`config.mk`:
```
export PLATFORM = sky130hd
export DESIGN_NAME = uart_rx_mmio
export DESIGN_NICKNAME = d
export VERILOG_FILES = /design/src/rtl/uart_pkg.sv /design/src/rtl/uart_rx_fifo.sv /design/src/rtl/uart_rx_mmio.sv
export SDC_FILE = /design/constraint.sdc
export NUM_CORES = 1
export LEC_CHECK = 0
export CAP_MARGIN = 20
export CORE_ASPECT_RATIO = 0.9
export CORE_UTILIZATION = 45
export CTS_CLUSTER_SIZE = 8
export DETAILED_ROUTE_END_ITERATION = 16
export HOLD_SLACK_MARGIN = 0.02
export PLACE_DENSITY = 0.87
export SLEW_MARGIN = 25
export SYNTH_ARGS = -nofsm -noshare
export SYNTH_HDL_FRONTEND = slang
export SYNTH_SLANG_ARGS = --single-unit
```
`constraint.sdc`:
```
create_clock -name clk -period 3.6 [get_ports clk]
set_input_delay 0.72 -clock clk [delete_from_list [all_inputs] [get_ports clk]]
set_output_delay 0.72 -clock clk [all_outputs]
set_load 0.05 [all_outputs]
```
`src/rtl/uart_pkg.sv`:
```
// Shared types and constants for the memory-mapped UART receiver.
// Optional 8E1 parity support is enabled by defining UART_RX_PARITY_EN.
`ifndef XLEN
`define XLEN 32
`endif
`ifndef ADDR_W
`define ADDR_W 32
`endif
`ifndef IO_BASE_ADDR
`define IO_BASE_ADDR 32'h1000_0000
`endif

package uart_pkg;

    typedef enum logic [2:0] {
        IDLE   = 3'd0,
        START  = 3'd1,
        DATA   = 3'd2,
        PARITY = 3'd3,
        STOP   = 3'd4
    } rx_state_e;

    localparam logic [`ADDR_W-1:0] RXDATA_OFF = `ADDR_W'(3'd0);
    localparam logic [`ADDR_W-1:0] RXSTAT_OFF = `ADDR_W'(3'd4);

    localparam int STAT_VALID   = 0;
    localparam int STAT_OVERRUN = 1;
    localparam int STAT_FRAME   = 2;
    localparam int STAT_PARITY  = 3;

    // Even parity: the parity bit equals the XOR of the data bits.
    function automatic logic even_parity(input logic [7:0] data);
        return ^data;
    endfunction

endpackage

```
`src/rtl/uart_rx_fifo.sv`:
```
// Synchronous receive FIFO. A push into a full FIFO is accepted only when a
// pop frees a slot in the same cycle; otherwise the new entry is dropped.
module uart_rx_fifo #(
    parameter int WIDTH = 8,
    parameter int DEPTH = 4
) (
    input  logic             clk,
    input  logic             rst,
    input  logic             push,
    input  logic             pop,
    input  logic [WIDTH-1:0] din,
    output logic             full,
    output logic             empty,
    output logic [WIDTH-1:0] head
);

    localparam int AW = $clog2(DEPTH);
    localparam logic [AW:0]   DEPTH_C = DEPTH[AW:0];
    localparam logic [AW:0]   CNT_ONE = (AW+1)'(1'b1);
    localparam logic [AW-1:0] PTR_ONE = AW'(1'b1);

    logic [WIDTH-1:0] mem_r [DEPTH];
    logic [AW-1:0]    wr_ptr_r;
    logic [AW-1:0]    rd_ptr_r;
    logic [AW:0]      count_r;
    logic             do_push_s;
    logic             do_pop_s;

    assign empty = (count_r == {(AW+1){1'b0}});
    assign full  = (count_r == DEPTH_C);
    assign head  = mem_r[rd_ptr_r];

    // Qualify requests: pops need data, pushes need space or a concurrent pop
    always_comb begin
        do_pop_s  = pop && !empty;
        do_push_s = push && (!full || do_pop_s);
    end

    // Pointer and occupancy bookkeeping
    always_ff @(posedge clk or posedge rst) begin
        if (rst) begin
            wr_ptr_r <= {AW{1'b0}};
            rd_ptr_r <= {AW{1'b0}};
            count_r  <= {(AW+1){1'b0}};
        end else begin
            if (do_push_s) begin
                wr_ptr_r <= wr_ptr_r + PTR_ONE;
            end
            if (do_pop_s) begin
                rd_ptr_r <= rd_ptr_r + PTR_ONE;
            end
            case ({do_push_s, do_pop_s})
                2'b10:   count_r <= count_r + CNT_ONE;
                2'b01:   count_r <= count_r - CNT_ONE;
                default: count_r <= count_r;
            endcase
        end
    end

    // Entry storage, written on accepted pushes
    always_ff @(posedge clk) begin
        if (do_push_s) begin
            mem_r[wr_ptr_r] <= din;
        end
    end

endmodule

```
`src/rtl/uart_rx_mmio.sv`:
```
// Memory-mapped UART receiver: RXDATA pops the FIFO, RXSTAT reports status
// and clears sticky errors on write-1. UART_RX_PARITY_EN selects 8E1 framing.
module uart_rx_mmio
    import uart_pkg::*;
#(
    parameter int                  CLKS_PER_BIT = 434,
    parameter int                  FIFO_DEPTH   = 4,
    parameter logic [`ADDR_W-1:0]  BASE_ADDR    = `IO_BASE_ADDR + 32'h10
) (
    input  logic               clk,
    input  logic               rst,
    input  logic               uart_rx,
    input  logic               mmio_req,
    input  logic               mmio_we,
    input  logic [`ADDR_W-1:0] mmio_addr,
    input  logic [`XLEN-1:0]   mmio_wdata,
    output logic [`XLEN-1:0]   mmio_rdata,
    output logic               rx_irq
);

    localparam int CW = $clog2(CLKS_PER_BIT);
    localparam logic [CW-1:0] HALF_C   = CW'(CLKS_PER_BIT / 2 - 1);
    localparam logic [CW-1:0] FULL_C   = CW'(CLKS_PER_BIT - 1);
    localparam logic [CW-1:0] CNT_ONE  = CW'(1'b1);
    localparam logic [CW-1:0] CNT_ZERO = {CW{1'b0}};
    localparam logic [`ADDR_W-1:0] RXDATA_ADDR = BASE_ADDR + RXDATA_OFF;
    localparam logic [`ADDR_W-1:0] RXSTAT_ADDR = BASE_ADDR + RXSTAT_OFF;

    rx_state_e     state_r;
    logic [CW-1:0] baud_cnt_r;
    logic [2:0]    bit_idx_r;
    logic [7:0]    shreg_r;
    logic          sync1_r;
    logic          sync2_r;
    logic          hist_r;
    logic          overrun_r;
    logic          frame_err_r;
    logic          par_err_r;
    logic          rx_irq_r;

    logic          stop_tick_s;
    logic          par_ok_s;
    logic          push_s;
    logic          pop_s;
    logic          frame_set_s;
    logic          par_set_s;
    logic          ovr_set_s;
    logic [3:0]    clr_s;
    logic [3:0]    stat_s;
    logic          fifo_full_s;
    logic          fifo_empty_s;
    logic [7:0]    fifo_head_s;
    logic          unused_s;

`ifdef UART_RX_PARITY_EN
    logic          par_bit_r;
`endif

    // Two-flop synchroniser plus a history flop for start-edge detection
    always_ff @(posedge clk or posedge rst) begin
        if (rst) begin
            sync1_r <= 1'b1;
            sync2_r <= 1'b1;
            hist_r  <= 1'b1;
        end else begin
            sync1_r <= uart_rx;
            sync2_r <= sync1_r;
            hist_r  <= sync2_r;
        end
    end

    // Frame FSM: sample each bit at mid-period, counted from the start edge
    always_ff @(posedge clk or posedge rst) begin
        if (rst) begin
            state_r    <= IDLE;
            baud_cnt_r <= CNT_ZERO;
            bit_idx_r  <= 3'd0;
            shreg_r    <= 8'h00;
`ifdef UART_RX_PARITY_EN
            par_bit_r  <= 1'b0;
`endif
        end else begin
            case (state_r)
                IDLE: begin
                    if (hist_r && !sync2_r) begin
                        baud_cnt_r <= HALF_C;
                        state_r    <= START;
                    end
                end
                START: begin
                    if (baud_cnt_r == CNT_ZERO) begin
                        if (!sync2_r) begin
                            baud_cnt_r <= FULL_C;
                            bit_idx_r  <= 3'd0;
                            state_r    <= DATA;
                        end else begin
                            state_r <= IDLE;
                        end
                    end else begin
                        baud_cnt_r <= baud_cnt_r - CNT_ONE;
                    end
                end
                DATA: begin
                    if (baud_cnt_r == CNT_ZERO) begin
                        shreg_r    <= {sync2_r, shreg_r[7:1]};
                        baud_cnt_r <= FULL_C;
                        if (bit_idx_r == 3'd7) begin
`ifdef UART_RX_PARITY_EN
                            state_r <= PARITY;
`else
                            state_r <= STOP;
`endif
                        end else begin
                            bit_idx_r <= bit_idx_r + 3'd1;
                        end
                    end else begin
                        baud_cnt_r <= baud_cnt_r - CNT_ONE;
                    end
                end
`ifdef UART_RX_PARITY_EN
                PARITY: begin
                    if (baud_cnt_r == CNT_ZERO) begin
                        par_bit_r  <= sync2_r;
                        baud_cnt_r <= FULL_C;
                        state_r    <= STOP;
                    end else begin
                        baud_cnt_r <= baud_cnt_r - CNT_ONE;
                    end
                end
`endif
                STOP: begin
                    if (baud_cnt_r == CNT_ZERO) begin
                        state_r <= IDLE;
                    end else begin
                        baud_cnt_r <= baud_cnt_r - CNT_ONE;
                    end
                end
                default: state_r <= IDLE;
            endcase
        end
    end

    // Stop-bit outcome: push the byte, or flag why it was discarded
    always_comb begin
        stop_tick_s = (state_r == STOP) && (baud_cnt_r == CNT_ZERO);
`ifdef UART_RX_PARITY_EN
        par_ok_s    = (par_bit_r == even_parity(shreg_r));
`else
        par_ok_s    = 1'b1;
`endif
        push_s      = stop_tick_s && sync2_r && par_ok_s;
        frame_set_s = stop_tick_s && !sync2_r;
        par_set_s   = stop_tick_s && !par_ok_s;
    end

    // Bus decode: pops, write-1-to-clear mask, overrun detection
    always_comb begin
        pop_s     = mmio_req && !mmio_we && (mmio_addr == RXDATA_ADDR);
        ovr_set_s = push_s && fifo_full_s && !pop_s;
        if (mmio_req && mmio_we && (mmio_addr == RXSTAT_ADDR)) begin
            clr_s = {mmio_wdata[3:1], 1'b0};
        end else begin
            clr_s = 4'h0;
        end
    end

    uart_rx_fifo #(
        .WIDTH (8),
        .DEPTH (FIFO_DEPTH)
    ) u_fifo (
        .clk   (clk),
        .rst   (rst),
        .push  (push_s),
        .pop   (pop_s),
        .din   (shreg_r),
        .full  (fifo_full_s),
        .empty (fifo_empty_s),
        .head  (fifo_head_s)
    );

    // Sticky error flags; a set in the same cycle as a clear wins
    always_ff @(posedge clk or posedge rst) begin
        if (rst) begin
            overrun_r   <= 1'b0;
            frame_err_r <= 1'b0;
            par_err_r   <= 1'b0;
            rx_irq_r    <= 1'b0;
        end else begin
            overrun_r   <= (overrun_r   && !clr_s[STAT_OVERRUN]) || ovr_set_s;
            frame_err_r <= (frame_err_r && !clr_s[STAT_FRAME])   || frame_set_s;
            par_err_r   <= (par_err_r   && !clr_s[STAT_PARITY])  || par_set_s;
            rx_irq_r    <= !fifo_empty_s;
        end
    end

    assign rx_irq   = rx_irq_r;
    assign unused_s = ^{mmio_wdata[`XLEN-1:4], mmio_wdata[STAT_VALID]};

    // Status vector assembled by bit index
    always_comb begin
        stat_s               = 4'h0;
        stat_s[STAT_VALID]   = !fifo_empty_s;
        stat_s[STAT_OVERRUN] = overrun_r;
        stat_s[STAT_FRAME]   = frame_err_r;
        stat_s[STAT_PARITY]  = par_err_r;
    end

    // Load data mux, valid in the request cycle
    always_comb begin
        mmio_rdata = {`XLEN{1'b0}};
        if (mmio_req && !mmio_we) begin
            if ((mmio_addr == RXDATA_ADDR) && !fifo_empty_s) begin
                mmio_rdata = {{(`XLEN-8){1'b0}}, fifo_head_s};
            end else if (mmio_addr == RXSTAT_ADDR) begin
                mmio_rdata = {{(`XLEN-4){1'b0}}, stat_s};
            end else begin
                mmio_rdata = {`XLEN{1'b0}};
            end
        end else begin
            mmio_rdata = {`XLEN{1'b0}};
        end
    end

endmodule

```
==> results_tabular.tex <==
\begin{tabular}{lr}
\hline
Metric & Value \\
\hline
\multicolumn{2}{l}{\textbf{Drt}} \\
Total number of vias & between 2,000 and 3,000 \\
Remaining design rule violation count & 0 \\
DR WL/cell & 15.5 µm \\
Antenna-violating nets left & 0 \\
Routed via count divided by cell count & about 5.5 \\
Initial DRT Pass Iterations & 4 \\
Starting DRT DRC Count & about 160 \\
Final routed wirelength across all metal layers & roughly 7.4 mm \\
\multicolumn{2}{l}{\textbf{Floorplan}} \\
Die extent in y & 87.7 µm \\
Die extent in x & 97.2 µm \\
Standard-cell rows & 30 \\
Floorplan core area & between 7000 and 8000 µm² \\
Floorplan die area & 8520 µm² \\
Starting density of the core & 0.475 \\
I/O pin total & slightly above 100 \\
\multicolumn{2}{l}{\textbf{Synth}} \\
Number of storage elements in the synthesis netlist & 69 \\
Proportion of netlist area held by the largest area contributor & 0.262 \\
Top area cells in the synthesized netlist & sky130\_fd\_sc\_hd\_\_edfxtp\_1 26\%, sky130\_fd\_sc\_hd\_\_dfrtp\_1 23\%, sky130\_fd\_sc\_hd\_\_buf\_4 5.1\% \\
Sequential element share of the synthesized area & 0.515 \\
Top cell type by total area after synthesis & sky130\_fd\_sc\_hd\_\_edfxtp\_1 \\
Synthesized instance count & 320 \\
Count of warnings emitted by yosys & 0 \\
Share of flip-flops with an asynchronous set or reset after synthesis & 0.536 \\
Number of enable-type register cells in the synthesized netlist & 32 \\
Main flop type after synthesis & sky130\_fd\_sc\_hd\_\_dfrtp\_1 \\
Post-synthesis cell area & 3670 µm² \\
Post-Synthesis Mean Instance Area & approximately 11 µm² \\
Number of library cell types mapped by synthesis & 66 \\
\multicolumn{2}{l}{\textbf{STA}} \\
Final Hold Viols & 0 \\
Final TNS setup & 0 ns \\
Post-route clock period utilization & 0.966 \\
Post-layout worst setup margin & 0.123 ns \\
Max Clk Rate & 288 MHz \\
Skew final & approximately 0.0078 ns \\
Tmin final & 3.48 ns \\
Slew headroom & 0.376 \\
Pin slew with the least headroom to its limit & 0.934 ns \\
Number of failing setup endpoints in the final timing report & 0 \\
Fin. max-slew vios & 0 \\
RSZ-0062 raised after global routing & true \\
\multicolumn{2}{l}{\textbf{Worst setup path}} \\
Largest fanout on the critical path & 5 \\
Capturing element type of the critical path & output port \\
Crit path required time & roughly 2.9 ns \\
Worst Path Class, Setup & input port to output port \\
Kind of start point of the critical path & input port \\
Worst Path Arrival & roughly 2.8 ns \\
\multicolumn{2}{l}{\textbf{Clock tree}} \\
CTS hold repair buffers & 0 \\
Number of buffers created by CTS & 9 \\
Clock latency at the later pin of the worst-skew pair & about 0.35 ns \\
Root Driver & sky130\_fd\_sc\_hd\_\_clkbuf\_8 \\
Clock net sink count & 69 \\
Maximum clock path buffer count & 2 \\
H-tree levels & 3 \\
Clock tree from TritonCTS & done \\
CTS clock-pin slew for the worst setup and hold paths & roughly 0.07 ns \\
\multicolumn{2}{l}{\textbf{Power and ir drop}} \\
Cell leakage power & roughly 1.7 nW \\
Largest vdd supply drop & between 0.0002 and 0.0003 V \\
Power density cells & approximately 440 nW/µm² \\
\multicolumn{2}{l}{\textbf{Placement}} \\
Standard cell area after detailed placement & 4280 µm² \\
Worst setup slack after placement & 0.0357 ns \\
Total placed cells including tap cells & between 400 and 500 \\
RePlAce Congestion & roughly 0.85 \\
IO Port Bufs & 48 \\
HPWL after DPL & between 5 and 6 mm \\
\multicolumn{2}{l}{\textbf{Cells and area}} \\
Final Non-Filler Cells & between 400 and 500 \\
Area Growth Syn to Fin & 21.8\% \\
Fraction of layout instances using a drive strength above 1 & 0.164 \\
Antenna fix cells & 0 \\
Number of nets in the finished design & around 460 \\
Utilization after layout & 0.578 \\
Final Instance Area & approximately 4500 µm² \\
\multicolumn{2}{l}{\textbf{GRT}} \\
Gr ovfl total & 0 \\
Total track usage & 0.189 \\
Pin count of the biggest net entering global routing & 21 \\
Initial antenna violation count & 0 \\
Vias in the first global route & roughly 2,700 \\
First-pass GRT wire length & 12.5 mm \\
\multicolumn{2}{l}{\textbf{Hold path}} \\
Min-Delay Path Class & flip-flop to flip-flop \\
\multicolumn{2}{l}{\textbf{Flow run}} \\
Number of max-cap violations & 0 \\
\multicolumn{2}{l}{\textbf{Run status}} \\
Outcome & finished, final reports clean \\
\hline
\end{tabular}
## cells in the mapped netlist, drive strengths merged, types with 4 or more instances
cell type / instances
mux4: 8
nor4b: 4
or3: 8
nor3b: 4
ha: 7
buf: 29
nor4: 8
nor2: 19
nor3: 10
clkbuf: 5
nand2b: 4
edfxtp: 32
nand2: 37
xnor2: 4
o22ai: 4
dfrtp: 34
o21ai: 7
nor2b: 8
inv: 17
a21oi: 8
## critical path, cell delays in order
cell and delay, ns:
sky130_fd_sc_hd__clkdlybuf4s50_1 0.40, sky130_fd_sc_hd__nor4b_1 0.32, sky130_fd_sc_hd__nand4_1 0.16, sky130_fd_sc_hd__or3_1 0.42, sky130_fd_sc_hd__nand2b_1 0.29, sky130_fd_sc_hd__nor2b_1 0.28, sky130_fd_sc_hd__buf_12 0.18
## per-stage QoR
step / power (W) / hold slack [ns]
2_1_floorplan: 0.00127 / 0.345
3_3_place_gp: 0.00138 / 0.346
5_1_grt: 0.00206 / 0.363
4_1_cts: 0.00196 / 0.358
6_report: 0.00195 / 0.357
3_5_place_dp: 0.00140 / 0.347
## placed cells by master (no fill, tap or decap), types with 4 or more instances in the layout
master	Yosys	routed
sky130_fd_sc_hd__or3_1	7	7
sky130_fd_sc_hd__inv_1	17	17
sky130_fd_sc_hd__conb_1	1	24
sky130_fd_sc_hd__buf_4	25	10
sky130_fd_sc_hd__edfxtp_1	32	32
sky130_fd_sc_hd__ha_1	7	7
sky130_fd_sc_hd__nor4_1	7	5
sky130_fd_sc_hd__xnor2_1	4	4
sky130_fd_sc_hd__dfrtp_1	34	34
sky130_fd_sc_hd__buf_12	0	8
sky130_fd_sc_hd__mux4_2	8	8
sky130_fd_sc_hd__a21oi_1	8	8
sky130_fd_sc_hd__o22ai_1	4	4
sky130_fd_sc_hd__clkdlybuf4s50_1	0	40
sky130_fd_sc_hd__o21ai_0	7	7
sky130_fd_sc_hd__nor3b_1	4	4
sky130_fd_sc_hd__nand2b_1	4	4
sky130_fd_sc_hd__nand2_1	36	36
sky130_fd_sc_hd__clkbuf_8	0	9
sky130_fd_sc_hd__nor3_1	8	8
sky130_fd_sc_hd__nor2_1	18	18
sky130_fd_sc_hd__nor2b_1	8	7
## per-layer routing
layer  share of wire  track usage
met3           0.058       0.0591
met5               0            0
met2            0.49        0.323
met4           0.014       0.0611
met1            0.43        0.233
## registers in the layout, indices dropped and copies added, names as in the netlist, 2 cells and up
name,flops
u_fifo.count_r,3
u_fifo.mem_r,32
u_fifo.rd_ptr_r,2
u_fifo.wr_ptr_r,2
shreg_r,8
bit_idx_r,3
baud_cnt_r,9
state_r,3
## final timing paths
check                               from           endpoint  slack (ns)  cells past startpoint
min reg2reg                      sync1_r            sync2_r        0.36                      0
min                              sync1_r            sync2_r        0.36                      0
min in group asynchronous            rst         state_r[1]        0.80                      2
max in group asynchronous            rst             hist_r        1.98                      3
max                         mmio_addr[3]      mmio_rdata[6]        0.12                      7
max reg2reg                baud_cnt_r[0]  u_fifo.count_r[1]        0.70                     10
## power by group
part | switching [W] | internal, W | total, W
clock network | 0.000307 | 0.000256 | 0.000563
logic | 0.000246 | 0.000181 | 0.000427
registers | 0.0000870 | 0.000874 | 0.000961
total | 0.000640 | 0.00131 | 0.00195
## layout make-up
type,instances,area [µm²]
clock inverter,6,46.3
fill,620,3260
clock buffer,10,128
multi-input combinational,223,1580
tap,96,120
timing repair buffer,58,636
sequential,69,1890
inverter,17,63.8
## logic make-up after synthesis
logic type	count (synthesis)	share of synthesized area
compound gates	52	0.109
xor+xnor	5	0.0119
fa+ha+maj	8	0.0293
buf+inv	51	0.0808
flops	69	0.515
mux	13	0.0644
other cells	1	0.00102
simple gates	121	0.189
## what timing repair did
item                       4_1_cts  5_1_grt
resized for setup                0        3
setup endpoints to repair        0        4
setup buffers                    0        0
(Power assumes the default switching activity.)
